## src/rtl/phase_center_pkg.sv

```systemverilog
// Shared constants and types for the phase1 center RAM load controller.
// Strobe positions, field-slice helpers and the sequencer state encoding.
package phase_center_pkg;

   localparam int WORD_W      = 32;
   localparam int LOAD_BIT    = 31;
   localparam int CLEAR_BIT   = 30;
   localparam int MAX_FIELD_W = 30;

   typedef enum logic [1:0] {
      ST_IDLE  = 2'd0,
      ST_WRITE = 2'd1,
      ST_CLEAR = 2'd2
   } state_e;

   function automatic int data_lsb();
      return 0;
   endfunction

   function automatic int addr_lsb(input int data_w);
      return data_w;
   endfunction

   function automatic int field_msb(input int addr_w, input int data_w);
      return addr_w + data_w - 1;
   endfunction

endpackage

```

## src/rtl/sw_reg_edge_det.sv

```systemverilog
// Registers a software register word and flags per-bit rising edges.
// Reset value is a parameter so levels held across reset can be masked.
module sw_reg_edge_det #(
   parameter int           W       = 32,
   parameter logic [W-1:0] RST_VAL = '1
) (
   input  logic         clk,
   input  logic         rst,
   input  logic [W-1:0] d,
   output logic [W-1:0] q,
   output logic [W-1:0] rise
);

   logic [W-1:0] in_q;
   logic [W-1:0] in_d;
   logic [W-1:0] prev_q;
   logic [W-1:0] prev_d;

   always_comb begin
      in_d   = d;
      prev_d = in_q;
   end

   always_ff @(posedge clk) begin
      if (rst) begin
         in_q   <= RST_VAL;
         prev_q <= RST_VAL;
      end else begin
         in_q   <= in_d;
         prev_q <= prev_d;
      end
   end

   assign q    = in_q;
   assign rise = in_q & ~prev_q;

endmodule

```

## src/rtl/phase_center_load_ctrl.sv

```systemverilog
// Turns load_centers register strobes into single-cycle center RAM writes,
// with a clear-all sweep and busy/accepted/dropped status for readback.
module phase_center_load_ctrl
   import phase_center_pkg::*;
#(
   parameter int ADDR_W = 10,
   parameter int DATA_W = 16,
   parameter int CNT_W  = 16
) (
   input  logic              user_clk,
   input  logic              user_rst,
   input  logic [31:0]       user_data_out,
   output logic              ram_we,
   output logic [ADDR_W-1:0] ram_addr,
   output logic [DATA_W-1:0] ram_din,
   output logic              busy,
   output logic [CNT_W-1:0]  load_count,
   output logic [CNT_W-1:0]  drop_count,
   output logic [ADDR_W-1:0] last_addr
);

   localparam int A_LSB = addr_lsb(DATA_W);
   localparam int D_LSB = data_lsb();

   if (field_msb(ADDR_W, DATA_W) >= MAX_FIELD_W) begin : g_bad_fields
      $error("ADDR_W + DATA_W must not exceed 30");
   end

   logic [WORD_W-1:0] in_word;
   logic [WORD_W-1:0] rise;
   logic              ld_e;
   logic              clr_e;
   logic [ADDR_W-1:0] f_addr;
   logic [DATA_W-1:0] f_data;
   logic              unused_bits;

   sw_reg_edge_det #(
      .W       (WORD_W),
      .RST_VAL ({WORD_W{1'b1}})
   ) u_edge (
      .clk  (user_clk),
      .rst  (user_rst),
      .d    (user_data_out),
      .q    (in_word),
      .rise (rise)
   );

   assign ld_e        = rise[LOAD_BIT];
   assign clr_e       = rise[CLEAR_BIT];
   assign f_addr      = in_word[A_LSB +: ADDR_W];
   assign f_data      = in_word[D_LSB +: DATA_W];
   assign unused_bits = ^{rise[CLEAR_BIT-1:0], in_word};

   state_e            state_q, state_d;
   logic [ADDR_W-1:0] sweep_q, sweep_d;
   logic [ADDR_W-1:0] cap_addr_q, cap_addr_d;
   logic [DATA_W-1:0] cap_data_q, cap_data_d;
   logic              we_q, we_d;
   logic              busy_q, busy_d;
   logic [ADDR_W-1:0] addr_q, addr_d;
   logic [DATA_W-1:0] din_q, din_d;
   logic [CNT_W-1:0]  load_cnt_q, load_cnt_d;
   logic [CNT_W-1:0]  drop_cnt_q, drop_cnt_d;
   logic [ADDR_W-1:0] last_addr_q, last_addr_d;
   logic              drop_inc;

   // RAM port signals are registered from the state, one cycle behind it
   always_comb begin
      state_d     = state_q;
      sweep_d     = sweep_q;
      cap_addr_d  = cap_addr_q;
      cap_data_d  = cap_data_q;
      we_d        = 1'b0;
      busy_d      = 1'b0;
      addr_d      = addr_q;
      din_d       = din_q;
      load_cnt_d  = load_cnt_q;
      last_addr_d = last_addr_q;
      drop_inc    = 1'b0;

      unique case (state_q)
         ST_IDLE: begin
            if (clr_e) begin
               state_d  = ST_CLEAR;
               sweep_d  = '0;
               drop_inc = ld_e;
            end else if (ld_e) begin
               state_d    = ST_WRITE;
               cap_addr_d = f_addr;
               cap_data_d = f_data;
            end
         end
         ST_WRITE: begin
            we_d        = 1'b1;
            busy_d      = 1'b1;
            addr_d      = cap_addr_q;
            din_d       = cap_data_q;
            load_cnt_d  = load_cnt_q + CNT_W'(1);
            last_addr_d = cap_addr_q;
            drop_inc    = ld_e | clr_e;
            state_d     = ST_IDLE;
         end
         ST_CLEAR: begin
            we_d     = 1'b1;
            busy_d   = 1'b1;
            addr_d   = sweep_q;
            din_d    = '0;
            sweep_d  = sweep_q + ADDR_W'(1);
            drop_inc = ld_e | clr_e;
            if (&sweep_q) begin
               state_d = ST_IDLE;
            end
         end
         default: begin
            state_d = ST_IDLE;
         end
      endcase

      drop_cnt_d = drop_cnt_q;
      if (drop_inc && !(&drop_cnt_q)) begin
         drop_cnt_d = drop_cnt_q + CNT_W'(1);
      end
   end

   always_ff @(posedge user_clk) begin
      if (user_rst) begin
         state_q     <= ST_IDLE;
         sweep_q     <= '0;
         cap_addr_q  <= '0;
         cap_data_q  <= '0;
         we_q        <= 1'b0;
         busy_q      <= 1'b0;
         addr_q      <= '0;
         din_q       <= '0;
         load_cnt_q  <= '0;
         drop_cnt_q  <= '0;
         last_addr_q <= '0;
      end else begin
         state_q     <= state_d;
         sweep_q     <= sweep_d;
         cap_addr_q  <= cap_addr_d;
         cap_data_q  <= cap_data_d;
         we_q        <= we_d;
         busy_q      <= busy_d;
         addr_q      <= addr_d;
         din_q       <= din_d;
         load_cnt_q  <= load_cnt_d;
         drop_cnt_q  <= drop_cnt_d;
         last_addr_q <= last_addr_d;
      end
   end

   assign ram_we     = we_q;
   assign ram_addr   = addr_q;
   assign ram_din    = din_q;
   assign busy       = busy_q;
   assign load_count = load_cnt_q;
   assign drop_count = drop_cnt_q;
   assign last_addr  = last_addr_q;

endmodule

```

## config.mk

```make
export PLATFORM = sky130hd
export DESIGN_NAME = phase_center_load_ctrl
export DESIGN_NICKNAME = d
export VERILOG_FILES = /design/src/rtl/phase_center_pkg.sv /design/src/rtl/sw_reg_edge_det.sv /design/src/rtl/phase_center_load_ctrl.sv
export SDC_FILE = /design/constraint.sdc
export NUM_CORES = 1
export LEC_CHECK = 0
export ABC_AREA = 1
export CAP_MARGIN = 40
export CORE_ASPECT_RATIO = 0.8
export CORE_MARGIN = 5
export CORE_UTILIZATION = 52
export DETAILED_ROUTE_END_ITERATION = 10
export PLACE_DENSITY = 0.84
export SYNTH_ARGS = -nofsm -noshare
export SYNTH_HDL_FRONTEND = slang
export SYNTH_SLANG_ARGS = --single-unit
```

## constraint.sdc

```tcl
create_clock -name user_clk -period 1.95 [get_ports user_clk]
set_input_delay 0.39 -clock user_clk [delete_from_list [all_inputs] [get_ports user_clk]]
set_output_delay 0.39 -clock user_clk [all_outputs]
set_load 0.03 [all_outputs]
```

==> impl_summary.md <==
Flow run
The number of max-capacitance violations reported is 0.

Drt
The wire length after detailed routing is 14200 µm. In the routed design, unresolved DRC markers number 0. In this run the remaining antenna-violating nets after routing total 0.

After the first detailed-routing iteration, the DRC count stood at 374. For this block, the via count after detailed routing is 5101. In the final routed layout, each cell accounts on average for 14.7 µm.

For this run, the detailed router's first-pass iteration total came to 7. In the routed layout, each cell is associated on average with a via count of 5.28.

STA
The clock period minus final worst setup slack is 1.89 ns. The setup-violating endpoint count in the final report is 0. Derived from the worst setup path, the maximum achievable clock frequency is 529 MHz. The worst clock skew is 0.00924 ns. The number of pins with negative max-slew slack in the final report came to 0.

The final-report hold violation count is 0. For the pin with the worst max-slew slack, the measured transition is 0.408 ns. The portion of the clock cycle consumed by the worst path in the final layout is 96.9%. The worst pin sits at a relative slew slack of 72.7%. Setup total negative slack on the finished layout was measured at 0 ns. Setup repair after global routing left no endpoint under its margin.

Setup path
The critical path startpoint category is a flop. Together, buffers and inverters on the worst path number 1. In this design, the stage delay of the slowest critical-path cell is 0.70 ns. The worst-path cell with the longest stage delay is sky130_fd_sc_hd__clkdlybuf4s50_1.

Along the worst path, the maximum fanout reaches 4. The class of the most critical setup path is flop to output port. The critical path goes through clkdlybuf4s50_1. The family with the most delay on the worst path is buffers and inverters.

The worst endpoint required time is 1.56 ns. The kind of end point of the critical path is an output port. The worst endpoint data arrival time is 1.50 ns.

Floorplanning
The initial utilization of the core area, before any placement, comes to 53.3%. The chip width is 125 µm. The core region is 0.0103 mm². The number of core rows is 33.

Measured along the y axis, the die boundary spans 102 µm. The area of the die is 0.0127 mm². The number of placed I/O pins is 104.

Logic synthesis
The number of nets in the synthesized netlist is 757. The share of the yosys chip area belonging to registers is 50.1%. Synthesis instantiated 34 different standard cells from the library. The average cell area after synthesis is 7.65 µm². The most common cell in the synthesized netlist is sky130_fd_sc_hd__dfxtp_1. By area the synthesized netlist is led by sky130_fd_sc_hd__dfxtp_1, sky130_fd_sc_hd__nor2_1, sky130_fd_sc_hd__nand2_1. The area share of the largest cell type after synthesis is 50.1%. The synthesized flop and latch total is 137. The post-synthesis cell type with the largest combined area is sky130_fd_sc_hd__dfxtp_1. The post-synthesis instance area is 0.00548 mm². After synthesis, the share of flip-flops with an asynchronous set or reset is 0%. Synthesis handed over a netlist of 716 instances. The most used flip-flop cell after synthesis is sky130_fd_sc_hd__dfxtp_1.

Yosys mapped a number of flops with a built-in enable equal to 0. The Yosys warning count is 0. Ranked by instance count, the synthesized netlist is headed by sky130_fd_sc_hd__dfxtp_1, sky130_fd_sc_hd__nor2_1, sky130_fd_sc_hd__nand2_1.

GRT
The maximum number of pins on one net before global-route repair is 67. Summed over all layers, the global routing overflow is 0. The initial antenna violation count was 0. The number of global-route vias before repair is 4992.

The first global-routing pass estimated 23300 µm of wire. The overall global routing resource usage is 22.5%.

Place
In this run the cell area measured after placement is 0.00660 mm². The wire-length estimate of the detail-placed layout is 9310 µm. The congestion estimate from routability-driven global placement came to 0.918. The total of buffers placed on input and output ports is 99.

Clocking
The longest clock path from root to sink contains 2 buffers. The clock drives 137 sinks. Buffers added to address setup during post-CTS repair amount to 0. The TritonCTS clock tree is built. Clock-pin slew was measured on the worst setup and hold paths at 0.05 ns. In this run the number of H-tree levels came out at 4. The clock insertion delay at the later pin of the skew report is 0.41 ns.

The total clock buffers created by CTS is 17. Clock tree synthesis selected as its root buffer the cell sky130_fd_sc_hd__clkbuf_16.

Power and ir drop
Power spread over the standard cell area amounts to 968 mW/mm². Summed over all cells, the static leakage comes to 3.15 nW. The peak supply drop is 0.672 mV.

Hold path
The tightest min-delay check is of the input pin to flop type.

Layout
Cells with a size suffix above 1 make up 12.0% of the layout. Fill cells in the final layout number 732. Summing all multi-input logic gate instances after layout gives 0.00240 mm². At the end of the flow, the number of nets in the layout was 856. From synthesis to final layout, the design area changed by 32.7%. The count of antenna diodes in the layout is 0. The cell area after layout is 0.00726 mm². The area used by sequential logic in the layout is 0.00274 mm².

Outcome
The flow ran to the end, and the final reports show no timing, DRC or antenna violations.
[metal layers]
metal	vias up	wire (µm)	part of all wire [%]	GRT usage, %
met5	-	0	0	0
met1	2365	5970	42	27.0
met4	0	255	1.8	8.68
met3	29	1030	7.2	6.64
met2	195	6970	49	38.5
li1	2512	-	-	-
[layout by cell type, fill, tap and decap left out, types with 7 or more instances in the layout]
| cell type | n |
|---|---|
| sky130_fd_sc_hd__nor3_1 | 7 |
| sky130_fd_sc_hd__a21oi_2 | 7 |
| sky130_fd_sc_hd__dfxtp_1 | 137 |
| sky130_fd_sc_hd__buf_4 | 12 |
| sky130_fd_sc_hd__dlymetal6s2s_1 | 15 |
| sky130_fd_sc_hd__clkbuf_16 | 17 |
| sky130_fd_sc_hd__nor2_1 | 129 |
| sky130_fd_sc_hd__o21ai_0 | 78 |
| sky130_fd_sc_hd__nand3_1 | 18 |
| sky130_fd_sc_hd__ha_1 | 7 |
| sky130_fd_sc_hd__or2_2 | 31 |
| sky130_fd_sc_hd__nand2_1 | 119 |
| sky130_fd_sc_hd__clkdlybuf4s50_1 | 80 |
| sky130_fd_sc_hd__inv_1 | 45 |
| sky130_fd_sc_hd__nand4_1 | 11 |
| sky130_fd_sc_hd__a21oi_1 | 65 |
[worst reg2reg max path: cells and delay by family (launching register included)]
family	cells	cell delay [ns]
compound gates	1	0.15
fa+ha+maj	1	0.24
simple gates	6	0.83
buf+inv	2	0.19
flops	1	0.34
[kinds of logic after synthesis]
| group | after synthesis | share of synthesized area (%) |
|---|---|---|
| buffers and inverters | 83 | 6.24 |
| xor gates and xnor gates | 5 | 0.800 |
| DFF | 137 | 50.1 |
| AOI/OAI and AO/OA | 153 | 14.6 |
| adders and majority gates | 7 | 1.60 |
| and+or+nand+nor | 331 | 26.7 |
[metrics by stage]
step	utilization [%]	power, mW	hold WS (ns)	setup WS, ns	instances
after CTS	70.3	7.07	0.406	0.00190	967
final	70.6	7.03	0.410	0.0608	967
after detailed placement	64.2	3.71	0.464	0.0910	936
after floorplan	-	3.42	0.417	0.235	716
after global placement	64.2	3.69	0.460	0.201	936
after global routing	70.6	7.28	0.423	0.00872	967
[area by class of cell]
cell class	count	share of cell area, %
timing repair buffer	112	15.6
inverter	51	2.65
multi-input combinational	496	33.0
tap	140	2.41
clock inverter	11	2.34
sequential	137	37.8
clock buffer	20	6.29
[where the power goes]
group	switching, mW	internal (mW)	total (mW)
Clock	1.17	2.20	3.38
Combinational	0.387	0.273	0.660
Sequential	0.0705	2.93	3.00
Total	1.63	5.40	7.03
[state kept, by name (all words and copies together) (netlist names)]
signal / count
busy: 1
cap_addr_q: 10
cap_data_q: 16
drop_count: 16
last_addr: 10
load_count: 16
ram_addr: 10
ram_din: 16
state_q: 2
sweep_q: 10
u_edge.prev_q: 2
u_edge.q: 28
[what timing repair did]
item	in CTS	in global routing
gates resized for setup	4	15
endpoints found under the setup margin	4	15
cloned	0	0
pin swaps	0	0
hold buffers	0	0
[path summary, 6_finish.rpt]
check / slack [ns] / end / cells past startpoint / start
hold reg to reg: 0.48 / u_edge.prev_q[31] / 1 / u_edge.q[31]
setup / recovery: 0.06 / load_count[8] / 1 / load_count[8]
hold / removal: 0.41 / sweep_q[2] / 4 / user_rst
setup reg to reg: 0.13 / drop_count[0] / 10 / state_q[0]
Power figures use the tool's default switching activity.
==> edit, RTL diff (same flow settings) <==
Change the parameter `ADDR_W` from 10 to 12.
--- a/src/rtl/phase_center_load_ctrl.sv
+++ b/src/rtl/phase_center_load_ctrl.sv
@@ -3,7 +3,7 @@
 module phase_center_load_ctrl
    import phase_center_pkg::*;
 #(
-   parameter int ADDR_W = 10,
+   parameter int ADDR_W = 12,
    parameter int DATA_W = 16,
    parameter int CNT_W  = 16
 ) (
Interface: changed (resized last_addr and ram_addr); port bits go from 104 to 108. No check against the original RTL was run, so the function may have changed too.
==> edit against the original RTL <==
  * Setup slack worse by 0.015 ns
  * Wire length down 1.4%
  * Largest power group unchanged
  * Power rose by 2.7%
  * Sequential cell count up 10
  * First-iteration DRC count is 2.9% higher
  * Cell area rose by 6.2%
  * Critical path depth unchanged
  * Synthesized area increased by 6.8%
  * Sequential power grew 7.0%
==> edit: results <==
export IMPL_min_path_type="reg -> reg"
export IMPL_rrSetupSlack_ns=0.20
export IMPL_worstRegToRegCells=11
export IMPL_dp_cells=999
export IMPL_grt_pass1_wl_um=23100
export IMPL_min_path_cells=1
export IMPL_relSlewSlack_pct=69.3
export IMPL_dp_worst_setup_slack_ns=0.217
export IMPL_status="finished, final reports clean"
export IMPL_synth_seq_area_share_pct=50.3
export IMPL_first_pass_iters=5
export IMPL_drive_above_1_share_pct=12.2
export IMPL_skew_ns=0.0109
export IMPL_drt_iter0_drc=385
export IMPL_gp_congestion=0.902
export IMPL_final_nets=915
export IMPL_n_fill_cell=863
export IMPL_viasPerCell=5.14
export IMPL_synth_area_leaders="dfxtp_1 (50%), nor2_1 (9.5%), nand2_1 (7.5%)"
export IMPL_yosys_top_cells_count="nor2_1 (148), dfxtp_1 (147), nand2_1 (117)"
export IMPL_port_buffers=105
export IMPL_hold_end="u_edge.prev_q[31]"
export IMPL_synth_net_count=806
export IMPL_postRouteWirelength_um=14000
export IMPL_leakage_nw=3.32
[edit: changes by cell type after synthesis, moves of 3 or more]
cell	unedited run	this run
nor2_1	129	148
a21oi_1	65	69
dfxtp_1	137	147
o21ai_0	78	81
nand2_2	3	6
nand3_1	18	22
[edit: layout make-up]
type,instances,area (sq um),share of cell area [%]
clock buffers,23,478,6.19
clock inverters,9,126,1.64
inverters,52,196,2.55
multi-input cells,531,2530,32.9
flip-flops and latches,147,2940,38.1
well taps,144,180,2.34
repair buffers,125,1260,16.3
[edit: cells by family (layout without fill, tap and decap cells)]
| family | Yosys count | after routing | synth area share [%] |
|---|---|---|---|
| simple gates | 357 | 357 | 26.6 |
| xor+xnor | 4 | 4 | 0.599 |
| flops | 147 | 147 | 50.3 |
| fa+ha+maj | 7 | 7 | 1.50 |
| buf+inv | 87 | 209 | 6.33 |
| compound gates | 163 | 163 | 14.6 |
[edit: per-stage QoR]
stage          hold WS (ns)  utilization [%]  cell area, sq um  TNS, ns
6_report              0.441             70.6              7720        0
3_3_place_gp          0.428             64.8              7090        0
3_5_place_dp          0.428             64.8              7090        0
5_1_grt               0.437             70.6              7720  -0.0129
2_1_floorplan         0.417                -              5850        0
4_1_cts               0.436             70.3              7680        0
[edit: power breakdown]
part / total (W) / internal, W / switching [W] / leakage, nW
Combinational: 0.000716 / 0.000305 / 0.000411 / 1.83
Sequential: 0.00321 / 0.00314 / 0.0000706 / 1.20
Clock: 0.00329 / 0.00211 / 0.00119 / 0.297
[edit: layer usage]
metal	vias to the layer above	wire (um)	track usage [%]	part of all wire, %
met5	-	0	0	0
met4	0	261	7.72	1.9
met3	26	1310	7.19	9.4
met2	206	6120	31.9	44
met1	2372	6320	28.1	45
li1	2692	-	-	-
[edit: how the worst max path moves through the flow]
stage | startpoint | slack [ns] | cells after the start | endpoint
global route | load_count[1] | -0.01 | 1 | load_count[1]
global placement | state_q[1] | 0.26 | 11 | drop_count[10]
detailed placement | state_q[0] | 0.22 | 11 | drop_count[15]
finish | load_count[1] | 0.05 | 1 | load_count[1]
CTS | load_count[3] | 0.006 | 1 | load_count[3]
floorplan | drop_count[0] | 0.24 | 10 | drop_count[11]
[edit: repair_timing]
action                     4_1_cts  5_1_grt
setup endpoints to repair        7       13
setup buffers                    0        0
cloned                           0        0
resized for setup                7       13
